File: src/rtl/noc_tg_pkg.sv
// noc_tg_pkg: state encoding, flit layout and destination-sweep helpers shared by the
// noc_traffic_gen top and its destination sequencer.
package noc_tg_pkg;
    typedef enum logic [1:0] {IDLE, XFER, GAP, DONE} state_e;
    localparam int SRC_LSB = 12;
    localparam int BURST_LSB = 8;
    localparam int DEST_HI_LSB = 4;
    localparam int DEST_LO_LSB = 0;
    typedef struct packed {
        logic       wrap;
        logic [3:0] dest;
    } dest_step_t;
    function automatic logic [3:0] first_dest(input logic [3:0] src_id, input int num_nodes);
        return (src_id == 4'(num_nodes - 1)) ? 4'(num_nodes - 2) : 4'(num_nodes - 1);
    endfunction
    // The sweep ends on 0, or on 1 when this node is 0; self is stepped over in the same hop.
    function automatic dest_step_t next_dest(input logic [3:0] cur, input logic [3:0] src_id,
                                             input int num_nodes);
        dest_step_t r;
        logic [3:0] last;
        last = (src_id == 4'd0) ? 4'd1 : 4'd0;
        r.wrap = (cur == last);
        r.dest = r.wrap ? first_dest(src_id, num_nodes)
                        : ((cur - 4'd1 == src_id) ? cur - 4'd2 : cur - 4'd1);
        return r;
    endfunction
    function automatic logic [15:0] build_flit(input logic [3:0] src, input logic [3:0] burst,
                                               input logic [3:0] dest);
        logic [15:0] f;
        f = '0;
        f[SRC_LSB+:4] = src;
        f[BURST_LSB+:4] = burst;
        f[DEST_HI_LSB+:4] = dest;
        f[DEST_LO_LSB+:4] = dest;
        return f;
    endfunction
endpackage

File: src/rtl/noc_tg_dest_seq.sv
// noc_tg_dest_seq: holds the next destination to load and the burst it belongs to;
// advancing steps down the sweep, skipping self, and bumps the burst on wrap.
module noc_tg_dest_seq
    import noc_tg_pkg::*;
#(
    parameter int NUM_NODES  = 16,
    parameter int SRC_ID     = 9,
    parameter int NUM_BURSTS = 1
) (
    input  logic       clk,
    input  logic       rst,
    input  logic       clear_i,
    input  logic       adv_i,
    output logic [3:0] dest_o,
    output logic [3:0] burst_o,
    output logic       final_o
);
    localparam int BURST_W = NUM_BURSTS > 16 ? $clog2(NUM_BURSTS) : 4;
    localparam logic [3:0] SRC = 4'(SRC_ID);
    localparam logic [3:0] FIRST = first_dest(SRC, NUM_NODES);
    logic [3:0]         dest_q;
    logic [BURST_W-1:0] burst_q;
    dest_step_t         step_d;
    always_comb step_d = next_dest(dest_q, SRC, NUM_NODES);
    always_ff @(posedge clk or negedge rst) begin
        if (!rst) begin
            dest_q <= FIRST;
            burst_q <= '0;
        end else if (clear_i) begin
            dest_q <= FIRST;
            burst_q <= '0;
        end else if (adv_i) begin
            dest_q <= step_d.dest;
            burst_q <= burst_q + BURST_W'(step_d.wrap);
        end
    end
    assign dest_o = dest_q;
    assign burst_o = burst_q[3:0];
    // Continuous mode (NUM_BURSTS=0) never reaches a final flit.
    assign final_o = step_d.wrap && NUM_BURSTS != 0 && burst_q == BURST_W'(NUM_BURSTS - 1);
endmodule

File: src/rtl/noc_traffic_gen.sv
// noc_traffic_gen: per-node all-to-all NoC traffic injector streaming flits to the local
// router port with backpressure, inter-flit gaps, repeated bursts and restart.
module noc_traffic_gen
    import noc_tg_pkg::*;
#(
    parameter int DATA_W     = 20,
    parameter int NUM_NODES  = 16,
    parameter int SRC_ID     = 9,
    parameter int GAP_CYCLES = 0,
    parameter int NUM_BURSTS = 1,
    parameter int CNT_W      = 16
) (
    input  logic              clk,
    input  logic              rst,
    input  logic              enable_i,
    input  logic              restart_i,
    input  logic              out_ready_i,
    output logic [DATA_W-1:0] dataout_o,
    output logic              out_valid_o,
    output logic              busy_o,
    output logic              done_o,
    output logic [CNT_W-1:0]  flit_count_o
);
    localparam int GAP_W = GAP_CYCLES > 1 ? $clog2(GAP_CYCLES) : 1;
    state_e            state_q;
    logic [DATA_W-1:0] dataout_q;
    logic              valid_q, busy_q, done_q, last_q;
    logic [CNT_W-1:0]  count_q;
    logic [GAP_W-1:0]  gap_q;
    logic [3:0]        dest, burst;
    logic              final_flit, accept_d, load_d;
    noc_tg_dest_seq #(
        .NUM_NODES (NUM_NODES),
        .SRC_ID    (SRC_ID),
        .NUM_BURSTS(NUM_BURSTS)
    ) u_seq (
        .clk    (clk),
        .rst    (rst),
        .clear_i(restart_i),
        .adv_i  (load_d),
        .dest_o (dest),
        .burst_o(burst),
        .final_o(final_flit)
    );
    // A new flit is loaded whenever the output slot is (or is about to be) free and enable is high.
    always_comb begin
        accept_d = state_q == XFER && valid_q && out_ready_i;
        load_d = !restart_i && enable_i &&
                 (state_q == IDLE ||
                  (state_q == XFER && (accept_d ? (!last_q && GAP_CYCLES == 0) : !valid_q)) ||
                  (state_q == GAP && gap_q == '0));
    end
    always_ff @(posedge clk or negedge rst) begin
        if (!rst) begin
            state_q <= IDLE;
            dataout_q <= '0;
            valid_q <= 1'b0;
            busy_q <= 1'b0;
            done_q <= 1'b0;
            last_q <= 1'b0;
            count_q <= '0;
            gap_q <= '0;
        end else if (restart_i) begin
            state_q <= IDLE;
            dataout_q <= '0;
            valid_q <= 1'b0;
            busy_q <= 1'b0;
            done_q <= 1'b0;
            last_q <= 1'b0;
            count_q <= '0;
            gap_q <= '0;
        end else begin
            if (load_d) begin
                dataout_q <= DATA_W'(build_flit(4'(SRC_ID), burst, dest));
                last_q <= final_flit;
            end
            if (accept_d) count_q <= count_q + CNT_W'(1);
            case (state_q)
                IDLE: if (enable_i) begin
                    state_q <= XFER;
                    valid_q <= 1'b1;
                    busy_q <= 1'b1;
                end
                XFER: if (accept_d && last_q) begin
                    state_q <= DONE;
                    valid_q <= 1'b0;
                    busy_q <= 1'b0;
                    done_q <= 1'b1;
                end else if (accept_d && GAP_CYCLES != 0) begin
                    state_q <= GAP;
                    valid_q <= 1'b0;
                    gap_q <= GAP_W'(GAP_CYCLES - 1);
                end else if (accept_d || !valid_q) begin
                    valid_q <= enable_i;
                end
                GAP: if (gap_q != '0) begin
                    gap_q <= gap_q - GAP_W'(1);
                end else begin
                    state_q <= XFER;
                    valid_q <= enable_i;
                end
                default: ;
            endcase
        end
    end
    assign dataout_o = dataout_q;
    assign out_valid_o = valid_q;
    assign busy_o = busy_q;
    assign done_o = done_q;
    assign flit_count_o = count_q;
endmodule

File: config.mk
export PLATFORM = sky130hd
export DESIGN_NAME = noc_traffic_gen
export DESIGN_NICKNAME = d
export VERILOG_FILES = /design/src/rtl/noc_tg_pkg.sv /design/src/rtl/noc_tg_dest_seq.sv /design/src/rtl/noc_traffic_gen.sv
export SDC_FILE = /design/constraint.sdc
export NUM_CORES = 1
export LEC_CHECK = 0
export ABC_AREA = 1
export CORE_MARGIN = 5
export CORE_UTILIZATION = 40
export DETAILED_ROUTE_END_ITERATION = 8
export PLACE_DENSITY_LB_ADDON = 0.12
export SYNTH_ARGS = -nofsm -noshare
export SYNTH_HDL_FRONTEND = slang
export SYNTH_SLANG_ARGS = --single-unit
File: constraint.sdc
create_clock -name clk -period 1.6 [get_ports clk]
set_input_delay 0.48 -clock clk [delete_from_list [all_inputs] [get_ports clk]]
set_output_delay 0.48 -clock clk [all_outputs]
set_load 0.05 [all_outputs]
==> results of run 1 <==
state kept, by name (all words and copies together) (netlist names):
| name | count |
|---|---|
| busy_o | 1 |
| u_seq.dest_o | 4 |
| state_q | 2 |
| done_o | 1 |
| flit_count_o | 16 |
| u_seq.burst_o | 4 |
| out_valid_o | 1 |
| dataout_o | 9 |
| last_q | 1 |
per-layer routing:
metal,track usage (%),routed length [um],share of wire (%)
met5,0,0,0
met4,4.53,91,1.6
met3,2.45,183,3.3
met2,25.1,2850,51
met1,19.5,2470,44
cell families after synthesis:
logic type      synth area share [%]
other cells                    0.153
xor+xnor                        1.07
fa+ha+maj                       5.63
simple gates                    31.0
flops                           40.1
buf+inv                         12.4
compound gates                  9.57
worst max-delay path, delay by kind of cell (launching register included):
| kind | cells | cell delay (ns) |
|---|---|---|
| flip-flops | 1 | 0.57 |
| AND/OR/NAND/NOR | 6 | 0.42 |
| XOR/XNOR | 1 | 0.18 |
| buffers and inverters | 2 | 0.17 |
| adder cells (fa/ha/maj) | 1 | 0.16 |
worst paths after layout:
path | slack, ns | cells after the start | endpoint | start
hold / removal | 0.14 | 2 | out_valid_o | rst
min in group clk | 0.51 | 2 | u_seq.dest_o[2] | u_seq.dest_o[2]
hold reg to reg | 0.51 | 2 | u_seq.dest_o[2] | u_seq.dest_o[2]
max in group asynchronous | 1.20 | 2 | u_seq.dest_o[1] | rst
setup / recovery | 0.04 | 10 | u_seq.dest_o[3] | u_seq.dest_o[0]
setup reg to reg | 0.04 | 10 | u_seq.dest_o[3] | u_seq.dest_o[0]
cells in the mapped netlist (2+ instances only):
library cell	n	area, um2
a21oi_1	7	35.0
buf_2	3	15.0
buf_4	12	90.1
buf_6	4	45.0
dfrtp_1	35	876
dfstp_2	4	105
ha_1	11	138
inv_1	41	154
nand2_1	103	387
nand2_2	3	18.8
nand3_1	18	90.1
nand4_1	8	50.1
nor2_1	32	120
nor3_1	6	30.0
o21ai_0	7	35.0
o21ai_2	15	131
xor2_1	2	17.5
power groups by stage:
| stage | Sequential, uW | Combinational (uW) | Clock, uW |
|---|---|---|---|
| detailed placement | 1210 | 1080 | 0 |
| global route | 1210 | 1310 | 1060 |
| global placement | 1210 | 1070 | 0 |
| floorplan | 1290 | 525 | 0 |
| CTS | 1190 | 1100 | 1020 |
| finish | 1200 | 1210 | 991 |
final cells by class:
type / count / area, um2 / share of cell area, %
inverters: 41 / 156 / 4.24
well taps: 75 / 93.8 / 2.55
multi-input cells: 230 / 1300 / 35.2
clock inverters: 3 / 67.6 / 1.83
repair buffers: 73 / 1020 / 27.6
clock buffers: 5 / 68.8 / 1.87
flip-flops and latches: 39 / 985 / 26.7
per-stage QoR:
step	power (uW)	hold slack (ns)	worst slack [ns]	util [%]	setup TNS (ns)
floorplan	1820	0.184	0.00862	-	0
CTS	3310	0.148	0.0105	60.2	0
global route	3580	0.164	-0.0337	62.2	-0.105
global placement	2280	0.464	-0.296	57.1	-8.98
detailed placement	2290	0.466	-0.291	57.1	-9.26
finish	3400	0.142	0.0449	62.2	0
what timing repair did:
item / in CTS / in global routing
hold endpoints to repair: 0 / 0
pin swaps: 7 / 9
resized for setup: 8 / 22
buffers inserted: 1 / 4
setup endpoints to repair: 5 / 32
==> flow_summary_export.csv, run 1 <==
group,metric,value,unit
outcome,status,"completed",
clock_tree,clkSinkCount,39,
finish,nets,406,
worst_setup_path,slowest_stage,"dfstp_2",
hold_path,min_path_type,"input pin to async pin",
finish,final_common_cell,"nand2_1",
detailed_routing,routedWlPerCell,12.0,um
die,dieArea,7780,um2
power_and_ir_drop,power.internal,2250,uW
global_routing,grt_pass1_wl,9.16,mm
worst_setup_path,critical_path_required,1.83,ns
synth,ys.flop_type,"dfrtp_1",
detailed_routing,vias,2179,
synth,seq_area_frac_synth,40.1,%
synth,ys_async_sr_fraction,100,%
sta,hold_violations,0,
clock_tree,htreeDepth,2,
power_and_ir_drop,p_clk_share,29.2,%
die,initial_core_util,41.3,%
worst_setup_path,cp-start-kind,"flip-flop",
finish,final_cell_mix,"nand2_1, inv_1, buf_12, dfrtp_1, buf_4",
finish,layout-area-overhead-vs-synth,50.7,%
power_and_ir_drop,p_per_area,921,nW/um2
clock_tree,hold_buffers,0,
power_and_ir_drop,ir_drop,0.680,mV
finish,design_area,3680,um2
detailed_routing,drt_iter0_markers,65,
place,gp_congestion,0.853,
worst_setup_path,worst_setup_path_end_kind,"flip-flop",
clock_tree,cts-root-buf,"clkbuf_8",
sta,setup_viol,0,
synth,netlist_area,2440,um2
sta,finClkSkew,0.00375,ns
sta,post-route-min-period,1.56,ns
place,postPlaceCellArea,3380,um2
place,dpl.hpwl,4.12,mm
worst_setup_path,crit_fanout,3,
synth,synth_seq_cells,39,
clock_tree,path_clk_slew,0.08,ns
die,coreArea,5920,um2
global_routing,overflow,0,
power_and_ir_drop,p_switching,1140,uW
finish,drive_above_1_share,33.2,%
die,ios,44,
synth,synthCells,324,
global_routing,grt_pass1_vias,2043,
power_and_ir_drop,p_seq_share,35.2,%
die,rows,28,
detailed_routing,routed_via_density,4.68,
worst_setup_path,crit_top_cell,"nand2_1",
run,cap_violations,0,
detailed_routing,wirelength,5.59,mm
detailed_routing,route.detailed.drc,0,
finish,fill_cells,495,
power_and_ir_drop,netSwitchingFraction,33.6,%
clock_tree,cts_tree,"yes",
power_and_ir_drop,pwr-share-comb,35.6,%
synth,synth_edf_count,0,
synth,postSynthAreaPerCell,7.55,um2
clock_tree,clk_path_buf_depth,2,
worst_setup_path,path_class,"flip-flop to flip-flop",
place,dp_cells,453,
worst_setup_path,cp.arrival,1.78,ns
finish,antenna_cells,0,
synth,synth_cell_type_count,30,
worst_setup_path,path_cells,"inv_4, buf_6, ha_4, xor2_2, nor2_2, nand2_1, nand2_1, nand2_1, nand2_1, nand2_1",
synth,ys_warn_count,0,
global_routing,antenna_found_initial,0,
sta,fmax,643,MHz
finish,fin_cells,466,
clock_tree,clkLatencyLatePin,0.29,ns
power_and_ir_drop,power.leakage,0.00176,uW
die,die_w,88.2,um
sta,period_share,97.2,%
sta,maxSlewViolCount,0,
place,port_buffers,37,
detailed_routing,ant_nets,0,
global_routing,grt_max_degree,40,
global_routing,gr-usage-all-layers,14.9,%
detailed_routing,firstDrtPassIters,4,
clock_tree,cts_inserted_buffers,5,
die,die_y,88.2,um
sta,grt_setup_unrepaired,"yes",
worst_setup_path,cpPeakStageDelay,0.57,ns
(Power assumes the default switching activity.)
==> run 2, diff against run 1 <==
--- a/config.mk
+++ b/config.mk
@@ -8,6 +8,7 @@
 export ABC_AREA = 1
 export CORE_MARGIN = 5
 export CORE_UTILIZATION = 40
+export CTS_CLUSTER_DIAMETER = 200
 export DETAILED_ROUTE_END_ITERATION = 8
 export PLACE_DENSITY_LB_ADDON = 0.12
 export SYNTH_ARGS = -nofsm -noshare
==> results of run 2 <==
Final layout, timing and power as in run 1 (identical DEF).
==> RTL change (settings of run 2) <==
Encoding of `state_e`: now one-hot (4 bits for 4 states).
--- a/src/rtl/noc_tg_pkg.sv
+++ b/src/rtl/noc_tg_pkg.sv
@@ -2,5 +2,5 @@
 // noc_traffic_gen top and its destination sequencer.
 package noc_tg_pkg;
-    typedef enum logic [1:0] {IDLE, XFER, GAP, DONE} state_e;
+    typedef enum logic [3:0] {IDLE = 4'b0001, XFER = 4'b0010, GAP = 4'b0100, DONE = 4'b1000} state_e;
     localparam int SRC_LSB = 12;
     localparam int BURST_LSB = 8;
Function: no difference found for any inputs over 10 cycles, from zero or initial values and one cycle with rst low; not proved beyond that.
==> RTL change against run 2 <==
Final area decreased by 9.4%; synthesized area decreased by 4.7%; final cell count decreased by 7.5%; worst setup slack about the same; routed wire length decreased by 2.6%; critical path depth decreased by 2; sequential power increased by 11%; sequential cell count unchanged; power increased by 11%; critical path type unchanged; largest cell class unchanged.
==> RTL change: results (changes against run 2) <==
Outcome
  • Status: complete, no violations (unchanged)

Power
  • Static leakage: 1.55 nW (was 1.76 nW)
  • Worst-case vdd ir drop: 0.965 mV (was 0.680 mV)

Timing
  • Clock Skew: 0.0155 ns (was 0.00375 ns)

Place
  • Hpwl dp: 4.19 mm (was 4.12 mm)
  • Placer Congestion: 0.868 (was 0.853)

Worst setup path
  • R2R Path End: u_seq.burst_o[1] (was u_seq.dest_o[3])
  • Crit-path leading delay family: adder cells (was flip-flops)
  • Worst r2r src: u_seq.dest_o[1] (was u_seq.dest_o[0])
  • Crit Path Max Fanout: 5 (was 3)
  • R2R Setup Slk: 0.04 ns (about the same)
  • Reg2Reg Depth: 8 (was 10)

Synthesis
  • Most common library cells after synthesis: nand2_1 (84), dfrtp_1 (34), inv_1 (34) (was nand2_1 (103), inv_1 (41), dfrtp_1 (35))
  • Sequential fraction of the synthesis area: 42.2% (was 40.1%)
  • Synth top area cells: dfrtp_1 (37%), nand2_1 (14%), dfstp_2 (5.6%), nand3_1 (5.6%), inv_1 (5.5%) (was dfrtp_1 (36%), nand2_1 (16%), inv_1 (6.3%), ha_1 (5.6%), o21ai_2 (5.4%))

Route
  • DR vias: 2082 (was 2179)
  • Avg WL per Cell: 12.6 um (was 12.0 um)
  • First-pass DRT Iterations: 5 (was 4)
  • Initial DRC Count: 83 (was 65)

Global routing
  • First-pass GRT wire length: 9.40 mm (was 9.16 mm)
  • GRT Total Usage: 15.5% (was 14.9%)
  • Largest net degree at the start of global routing: 28 (was 40)
  • Routing usage on met3: 3.04% (was 2.45%)
  • M2 GR Usage: 28.7% (was 25.1%)
  • GR Util met1: 17.6% (was 19.5%)

Final layout
  • Fraction of layout cells with a size suffix above 1: 28.7% (was 33.2%)
  • NumNets Final: 371 (was 406)
==> RTL change: metrics by stage <==
step	worst slack (ns)	hold WS, ns	power, mW	cell area [sq um]	std cells
2_1_floorplan	0.0169	0.184	2.34	2360	308
3_3_place_gp	-0.227	0.387	2.99	3200	422
3_5_place_dp	-0.275	0.392	3.03	3200	422
4_1_cts	0.00909	0.0725	3.77	3300	431
5_1_grt	-0.0561	0.0910	3.98	3340	431
6_report	0.0448	0.0759	3.76	3340	431
==> RTL change: cell families (layout without fill, tap and decap cells) <==
kind of cell | after synthesis | count (layout) | share of synthesized area (%)
AOI/OAI and AO/OA | 31 | 31 | 7.52
buffers and inverters | 51 | 102 | 10.6
other | 1 | 6 | 0.161
DFF | 39 | 39 | 42.2
xor gates and xnor gates | 2 | 2 | 0.752
and+or+nand+nor | 171 | 171 | 34.5
adders and majority gates | 8 | 8 | 4.30
==> RTL change: layout make-up <==
class | count | area [sq um]
fillers | 490 | 2230
multi-input cells | 218 | 1170
flip-flops and latches | 39 | 985
repair buffers | 58 | 868
inverters | 36 | 138
well taps | 72 | 90.1
clock buffers | 7 | 86.3
clock inverters | 1 | 5.00
==> RTL change: metal layers <==
layer	up-vias	routed length, um
met5	-	0
met4	0	65
met3	7	201
met2	45	2890
met1	973	2290
li1	1057	-
==> RTL change: where the power goes <==
part           leakage (nW)  internal, mW  total, mW  switching [mW]
registers             0.518          1.15       1.33           0.182
logic                 0.988         0.740       1.73           0.991
clock network        0.0482         0.348      0.700           0.352
==> RTL change: worst max path at each step <==
stage                     from               end
2_1_floorplan  flit_count_o[1]  flit_count_o[14]
3_3_place_gp       out_ready_i      dataout_o[6]
3_5_place_dp       out_ready_i  u_seq.burst_o[2]
4_1_cts        u_seq.dest_o[0]   u_seq.dest_o[2]
5_1_grt        u_seq.dest_o[1]  u_seq.burst_o[1]
6_report       u_seq.dest_o[1]  u_seq.burst_o[1]
==> RTL change: what timing repair did <==
action | CTS | global route
endpoints found under the setup margin | 3 | 20
hold endpoints to repair | 0 | 0
pin swaps | 0 | 6
setup buffers | 1 | 0
gates cloned | 0 | 0
gates resized for setup | 5 | 11
